==> src/rtl/hamming_enc_arbiter.sv <==
// Purpose: two-requester round-robin arbiter feeding a Hamming(11,7) encoder into a one-entry output register.
// Latency: 1 cycle from an accepted request to out_valid carrying its codeword.
// Backpressure: out_ready low holds the output word and drops both reqN_ready; a draining slot is refilled in the same cycle.
//
// Ports:
//   clk, rst                      - clock, synchronous active-high reset
//   reqN_valid/reqN_data/reqN_ready - requester N offer (7-bit data word) and acceptance
//   out_valid/out_code/out_src    - held codeword and the requester that supplied it
//   out_ready                     - downstream accepts the held word
//   cnt0, cnt1                    - wrapping counts of words accepted per requester
module hamming_enc_arbiter #(
    parameter int PRIO_INIT = 0,
    parameter int CNT_W     = 16
) (
    input  logic             clk,
    input  logic             rst,
    input  logic             req0_valid,
    input  logic [6:0]       req0_data,
    output logic             req0_ready,
    input  logic             req1_valid,
    input  logic [6:0]       req1_data,
    output logic             req1_ready,
    output logic             out_valid,
    output logic [10:0]      out_code,
    output logic             out_src,
    input  logic             out_ready,
    output logic [CNT_W-1:0] cnt0,
    output logic [CNT_W-1:0] cnt1
);

    // The pointer records the last winner, so resetting it to the opposite
    // of PRIO_INIT makes PRIO_INIT win the first contention.
    localparam logic PTR_RST = (PRIO_INIT == 0) ? 1'b1 : 1'b0;
    localparam logic [CNT_W-1:0] CNT_ONE = {{(CNT_W-1){1'b0}}, 1'b1};

    logic             out_valid_q, out_valid_d;
    logic [10:0]      out_code_q,  out_code_d;
    logic             out_src_q,   out_src_d;
    logic             last_q,      last_d;
    logic [CNT_W-1:0] cnt0_q,      cnt0_d;
    logic [CNT_W-1:0] cnt1_q,      cnt1_d;

    logic       slot_free;
    logic       gnt_vld;
    logic       gnt_sel;
    logic [6:0] gnt_data;

    function automatic logic [10:0] hamming_encode(input logic [6:0] d);
        logic p1, p2, p3, p4;
        p1 = d[0] ^ d[1] ^ d[3] ^ d[4] ^ d[6];
        p2 = d[0] ^ d[2] ^ d[3] ^ d[5] ^ d[6];
        p3 = d[1] ^ d[2] ^ d[3];
        p4 = d[4] ^ d[5] ^ d[6];
        return {d[6], d[5], d[4], p4, d[3], d[2], d[1], p3, d[0], p2, p1};
    endfunction

    always_comb begin
        slot_free = !out_valid_q || out_ready;
        // Contention goes to the requester opposite the last winner; otherwise
        // the lone valid requester (req1_valid alone selects 1).
        if (req0_valid && req1_valid) begin
            gnt_sel = ~last_q;
        end else begin
            gnt_sel = req1_valid;
        end
        gnt_vld    = slot_free && (req0_valid || req1_valid) && !rst;
        req0_ready = gnt_vld && !gnt_sel;
        req1_ready = gnt_vld && gnt_sel;
        gnt_data   = gnt_sel ? req1_data : req0_data;
    end

    always_comb begin
        out_valid_d = out_valid_q;
        out_code_d  = out_code_q;
        out_src_d   = out_src_q;
        last_d      = last_q;
        cnt0_d      = cnt0_q;
        cnt1_d      = cnt1_q;
        if (gnt_vld) begin
            // Covers the drain-and-refill case too: no bubble between words.
            out_valid_d = 1'b1;
            out_code_d  = hamming_encode(gnt_data);
            out_src_d   = gnt_sel;
            last_d      = gnt_sel;
            if (gnt_sel) begin
                cnt1_d = cnt1_q + CNT_ONE;
            end else begin
                cnt0_d = cnt0_q + CNT_ONE;
            end
        end else if (out_ready) begin
            out_valid_d = 1'b0;
        end
    end

    always_ff @(posedge clk) begin
        if (rst) begin
            out_valid_q <= 1'b0;
            out_code_q  <= '0;
            out_src_q   <= 1'b0;
            last_q      <= PTR_RST;
            cnt0_q      <= '0;
            cnt1_q      <= '0;
        end else begin
            out_valid_q <= out_valid_d;
            out_code_q  <= out_code_d;
            out_src_q   <= out_src_d;
            last_q      <= last_d;
            cnt0_q      <= cnt0_d;
            cnt1_q      <= cnt1_d;
        end
    end

    assign out_valid = out_valid_q;
    assign out_code  = out_code_q;
    assign out_src   = out_src_q;
    assign cnt0      = cnt0_q;
    assign cnt1      = cnt1_q;

endmodule

==> config.mk <==
export PLATFORM = sky130hd
export DESIGN_NAME = hamming_enc_arbiter
export DESIGN_NICKNAME = d
export VERILOG_FILES = /design/src/rtl/hamming_enc_arbiter.sv
export SDC_FILE = /design/constraint.sdc
export NUM_CORES = 1
export LEC_CHECK = 0
export ABC_AREA = 1
export BUFFER_PORTS_ARGS = -buffer_cell sky130_fd_sc_hd__buf_2
export CAP_MARGIN = 40
export CORE_ASPECT_RATIO = 0.7
export CORE_MARGIN = 2
export CORE_UTILIZATION = 30
export DETAILED_ROUTE_END_ITERATION = 8
export GPL_TIMING_DRIVEN = 0
export HOLD_SLACK_MARGIN = 0.06
export SYNTH_ARGS = -nofsm -noshare
export SYNTH_HDL_FRONTEND = slang
export SYNTH_SLANG_ARGS = --single-unit
==> constraint.sdc <==
create_clock -name clk -period 1.45 [get_ports clk]
set_input_delay 0.435 -clock clk [delete_from_list [all_inputs] [get_ports clk]]
set_output_delay 0.435 -clock clk [all_outputs]
set_load 0.01 [all_outputs]
==> reports/qor.txt, run 1 <==
Status -> complete, but fails checks
Failing checks -> setup timing
Unrepaired setup endpoints after global routing -> true
Overflow after GRT -> 0
IO Count -> 66
CTS Buffer Depth -> 2
Post-Syn Nets -> 373
Synth top area cells -> dfxtp_1, nand2_1, inv_1, nand3_1, nor2_1
Final WL -> 6.61 mm
WL/cell -> 12.1 µm
Maximum clock rate -> 0.626 GHz
Layout overhead on the synthesized area -> 44.6%
Layout cells sized above 1 -> 40.7%
Die width -> 112 µm
First-pass GRT wire length -> 10.6 mm
Clk pwr share -> 39.6%
TritonCTS buffer count -> 5
Worst Setup SP -> last_q$_SDFFE_PP1P_
# Max-Cap Violations -> 0
P_leak -> 1.68 nW
Tightest Hold Check Type -> reg2reg
Met2 Track Usage GR -> 23.6%
Mean area per synthesized cell -> 6.98 µm²
Hold_ws -> 0.449 ns
Yosys warnings -> 0
Unique masters post-synth -> 38
DR iter-0 viols -> 76
VDD IR max -> 0.532 mV
Fin. Hold Viols -> 0
Most common library cells after synthesis -> nand2_1, inv_1, dfxtp_1, nand3_1, nor2_1
Initial antenna violation count -> 0
Layout Skew -> 0.00373 ns
Routed vias -> 2,500
Hpwl dp -> 4.67 mm
CP max FO -> 6
Sequential share of the synthesized area -> 37.5%
DRT Pass-1 Iters -> 4
Routed vias/inst -> 4.58
R2R Path Start -> last_q$_SDFFE_PP1P_
PD cells -> 897 nW/µm²
Die area -> 8940 µm²
Pint -> 2.34 mW
Sw Share -> 26.7%
Site row count -> 27
M1 GR Usage -> 19.4%
Ys async rst share -> 0%
Clock slew at reported path FFs -> 0.06 ns
Period utilization -> 110%
Vias in the first global route -> 2,296
# diodes -> 0
CTS root buf -> clkbuf_16
Clock latency on the worst-skew pair -> 0.29 ns
H-tree depth -> 2
Hold Buf Count CTS -> 0
Clock sinks -> 46
Met3 usage -> 4.63%
Sequential power share -> 42.2%
Total GRT Usage -> 14.9%
Critical Path Source Type -> flop
Synth area leader -> dfxtp_1
Cells after Synth -> 352
Worst Path Class, Setup -> reg2out
Final slew viol count -> 0
Required time of the critical path -> 1.02 ns
EDFF count, synth -> 0
Drt drc -> 0
Worst Setup Slack, final -> -0.148 ns
CP endpoint kind -> output pin
Die Y -> 79.7 µm
Critical Path AT -> 1.16 ns
CTS tree -> done
Switching power of the nets -> 851 µW
Period minus WS final -> 1.60 ns
Overall Power -> 3.19 mW
Worst Max-Slew Pin Slew -> 0.580 ns
Yosys reg bits -> 46
# setup viols final -> 9
Final antenna-violating net count -> 0
Ys flop type -> dfxtp_1
DP Worst Slack -> -0.304 ns
Post-Syn Area -> 2460 µm²
Max-Slew Margin vs Limit -> 61.3%
Comb power frac -> 18.2%
Top Usage Layer GRT -> met2
Post-synth top area share -> 37.5%
Nets -> 465
Initial Utilization -> 31.1%
I/O Buffers -> 64
Core box area -> 7910 µm²
Largest net degree at the start of global routing -> 14
Most common cell in the netlist -> nand2_1
Min-delay src -> out_src$_SDFFE_PP0P_
Final GP Congestion -> 0.832
==> logic make-up after synthesis <==
family | Yosys count | synth area share [%]
buffers and inverters | 62 | 11.3
flip-flops | 46 | 37.5
XOR/XNOR | 3 | 1.07
AO/OA/AOI/OAI | 43 | 9.78
AND/OR/NAND/NOR | 196 | 39.4
adder cells (fa/ha/maj) | 2 | 1.02
==> sequential cells by signal, summed over array words and instances, names as in the netlist <==
register   flops
last_q         1
cnt0          16
out_code      11
out_valid      1
cnt1          16
out_src        1
==> cell type report <==
type,count,area (µm²)
Multi-Input combinational cell,244,1500
Sequential cell,46,937
Inverter,55,224
Timing Repair Buffer,86,544
Buffer,6,58.8
Fill cell,839,4350
Tap cell,101,126
Clock buffer,8,166
==> placed cells by master, fill, tap and decap left out, types with 13 or more instances in the layout <==
master    n
a21oi_1  13
buf_2    63
buf_4    14
dfxtp_1  37
inv_1    49
nand2_1  78
nand2_2  22
nand3_1  19
nor2_1   22
==> path summary, 6_finish.rpt <==
check / endpoint / slack [ns] / cells past startpoint
min: out_src$_SDFFE_PP0P_ / 0.45 / 2
max: req0_ready / -0.15 / 6
max reg2reg: out_code[1]$_SDFFE_PP0P_ / -0.04 / 12
min reg2reg: out_src$_SDFFE_PP0P_ / 0.45 / 2
==> routing by layer <==
| metal | share of wire [%] | up-vias |
|---|---|---|
| met1 | 49 | 1146 |
| met3 | 5.2 | 7 |
| met4 | 1.1 | 0 |
| met2 | 44 | 43 |
| li1 | - | 1304 |
| met5 | 0 | - |
==> timing repair <==
item / in CTS / in global routing
endpoints found under the setup margin: 14 / 25
buffers inserted: 11 / 12
gates resized for setup: 25 / 73
gates cloned: 0 / 0
pin swaps: 12 / 37
==> power by group through the flow <==
| stage | Sequential [mW] | Combinational, mW | Clock, mW |
|---|---|---|---|
| after global placement | 1.37 | 0.417 | 0 |
| final | 1.35 | 0.578 | 1.26 |
| after CTS | 1.35 | 0.477 | 1.30 |
| after floorplan | 1.39 | 0.261 | 0 |
| after global routing | 1.35 | 0.631 | 1.36 |
| after detailed placement | 1.37 | 0.431 | 0 |
==> critical path, stage by stage (launching register included) <==
cell and delay, ns:
dfxtp_2 0.33, nand2_4 0.09, nand2_8 0.07, buf_12 0.14
nand2_8 0.09, clkinv_8 0.05, buf_6 0.11
==> metrics by stage <==
| step | TNS, ns | utilization [%] | cell area, µm² | cells |
|---|---|---|---|---|
| after floorplan | -0.0343 | - | 2470 | 352 |
| after CTS | -0.328 | 40.9 | 3230 | 535 |
| after global placement | -5.04 | 36.9 | 2920 | 517 |
| final | -0.423 | 45.0 | 3550 | 546 |
| after global routing | -1.65 | 45.0 | 3550 | 546 |
| after detailed placement | -6.02 | 36.9 | 2920 | 517 |
(Power assumes the default switching activity.)
==> inputs of run 2 (changes only) <==
Settings changed: CTS_CLUSTER_DIAMETER set to 60, PLACE_DENSITY set to 0.55.
==> run 2 against run 1 <==
Core utilization grew 0.47 points. Power shrank 3.2%. Design area grew 1.1%. Via count grew 0.12%. Wire length grew 1.9%. Flip-flop and latch count is the same. Register-to-register slack gained 0.03 ns. Die area is the same. Global-route usage grew 0.25 points. Highest routed layer unchanged. The flow still finishes with violations (setup timing). Final cell count grew 1.1%. Worst setup slack gained 0.010 ns. Critical path depth is the same.
==> reports/qor.txt, run 2 (synthesized netlist as in run 1, its figures left out) <==
Status -> complete, but fails checks
Failing checks -> setup timing
Hpwl dp -> 4.75 mm
FF/Latch Area -> 946 µm²
WL/cell -> 12.2 µm
Layout Skew -> 0.00687 ns
CP endpoint kind -> output pin
Final antenna-violating net count -> 0
CP max stage cell -> dfxtp_2
Overflow after GRT -> 0
Required time of the critical path -> 1.02 ns
Initial antenna violation count -> 0
Worst Setup Slack, final -> -0.138 ns
Final WL -> 6.74 mm
DR iter-0 viols -> 116
Placed cells -> 517
Worst path most repeated cell -> nand2_8
P_leak -> 1.71 nW
Unrepaired setup endpoints after global routing -> true
Clock slew at reported path FFs -> 0.06 ns
Met2 Track Usage GR -> 21.8%
IO Count -> 66
Die Y -> 79.7 µm
Site row count -> 27
Vias in the first global route -> 2,315
Met3 usage -> 4.33%
Die width -> 112 µm
Clock latency on the worst-skew pair -> 0.29 ns
# setup viols final -> 3
H-tree depth -> 2
Worst path cell trace -> nand2_4, nand2_8, buf_12, nand2_8, inv_8, buf_6
Routed vias/inst -> 4.53
VDD IR max -> 0.605 mV
I/O Buffers -> 64
Layout Cells excl Fill -> 552
Tightest Hold Check Type -> reg2reg
Final slew viol count -> 0
Most frequent cells in the layout -> nand2_1, buf_2, inv_1
# diodes -> 0
Worst Max-Slew Pin Slew -> 0.568 ns
Layout cells sized above 1 -> 42.6%
Critical Path Source Type -> flop
CTS Buffer Depth -> 2
CTS tree -> done
Worst path bufs/invs -> 3
Maximum clock rate -> 0.630 GHz
Worst Path Class, Setup -> reg2out
Period minus WS final -> 1.59 ns
WP depth -> 6
Total GRT Usage -> 15.1%
CP max stage delay -> 0.33 ns
Max-Slew Margin vs Limit -> 62.1%
Die area -> 8940 µm²
Layout overhead on the synthesized area -> 46.1%
Multi-input logic area -> 1520 µm²
DRT Pass-1 Iters -> 4
PD cells -> 859 nW/µm²
Nets -> 471
Clock sinks -> 46
CTS root buf -> clkbuf_16
Worst hold stages -> 2
Setup_tns -> -0.270 ns
# Max-Cap Violations -> 0
Drt drc -> 0
Delay-heaviest family, CP -> flip-flops
DP Worst Slack -> -0.291 ns
CP max FO -> 6
FF-to-FF path depth -> 12
Leading cell type in the layout, fill and taps excluded -> nand2_1
TritonCTS buffer count -> 5
First-pass GRT wire length -> 10.8 mm
Hold Buf Count CTS -> 0
Period utilization -> 110%
Top Usage Layer GRT -> met1
Final GP Congestion -> 0.792
Overall Power -> 3.08 mW
Core box area -> 7910 µm²
M1 GR Usage -> 22.2%
Critical Path AT -> 1.15 ns
# fillers -> 797
Routed vias -> 2,503
Fin. Hold Viols -> 0
Largest net degree at the start of global routing -> 14
Initial Utilization -> 31.1%
-- run 2: changes by cell type in the layout (fill, tap and decap cells not counted), sizes merged --
| cell | delta |
|---|---|
| inv | +1 |
| clkbuf | -1 |
| buf | +6 |
-- run 2: what timing repair did --
| action | 4_1_cts | 5_1_grt |
|---|---|---|
| buffers inserted | 15 | 13 |
| gates resized for setup | 27 | 72 |
| pin swaps | 16 | 25 |
| cloned | 1 | 0 |
| setup endpoints to repair | 11 | 26 |
-- run 2: final timing paths --
| kind | startpoint | to | slack [ns] |
|---|---|---|---|
| worst max-delay path | last_q$_SDFFE_PP1P_ | req0_ready | -0.14 |
| worst min-delay path | out_code[1]$_SDFFE_PP0P_ | out_code[1]$_SDFFE_PP0P_ | 0.44 |
| worst max register to register | last_q$_SDFFE_PP1P_ | out_code[1]$_SDFFE_PP0P_ | -0.01 |
| worst min register to register | out_code[1]$_SDFFE_PP0P_ | out_code[1]$_SDFFE_PP0P_ | 0.44 |
-- run 2: through the flow --
stage / instance area, µm² / utilization [%] / hold WS, ns
2_1_floorplan: 2470 / - / 0.470
5_1_grt: 3590 / 45.4 / 0.468
3_5_place_dp: 2920 / 36.9 / 0.441
6_report: 3590 / 45.4 / 0.443
3_3_place_gp: 2920 / 36.9 / 0.435
4_1_cts: 3290 / 41.7 / 0.448
-- run 2: cell type report --
cell class	count	area share (%)
clock buffers	7	3.97
flip-flops and latches	46	26.3
well taps	101	3.52
multi-input cells	244	42.2
plain buffers	6	1.60
inverters	55	6.10
repair buffers	92	16.1
clock inverters	1	0.139
-- run 2: where the power goes --
part           switching (mW)  internal, mW  total (mW)
Clock                   0.470         0.684        1.15
Sequential             0.0351          1.31        1.34
Combinational           0.338         0.247       0.585
Total                   0.843          2.24        3.08
-- run 2: worst reg2reg max path, stage by stage, from the launching register on --
cell and delay (ns):
dfxtp_2 0.33, nand2_4 0.09, nand2_8 0.07, buf_12 0.15
buf_16 0.13, o21ai_4 0.13, nand2_1 0.08, nand2_1 0.08
nand2_2 0.07, nand2_1 0.06, nand2_1 0.06, nand3_2 0.06
nand2_1 0.05
-- run 2: metal layers --
metal / wire length (µm) / vias to the layer above
li1: - / 1320
met1: 3450 / 1120
met2: 2800 / 58
met3: 440 / 5
met4: 48 / 0
met5: 0 / -
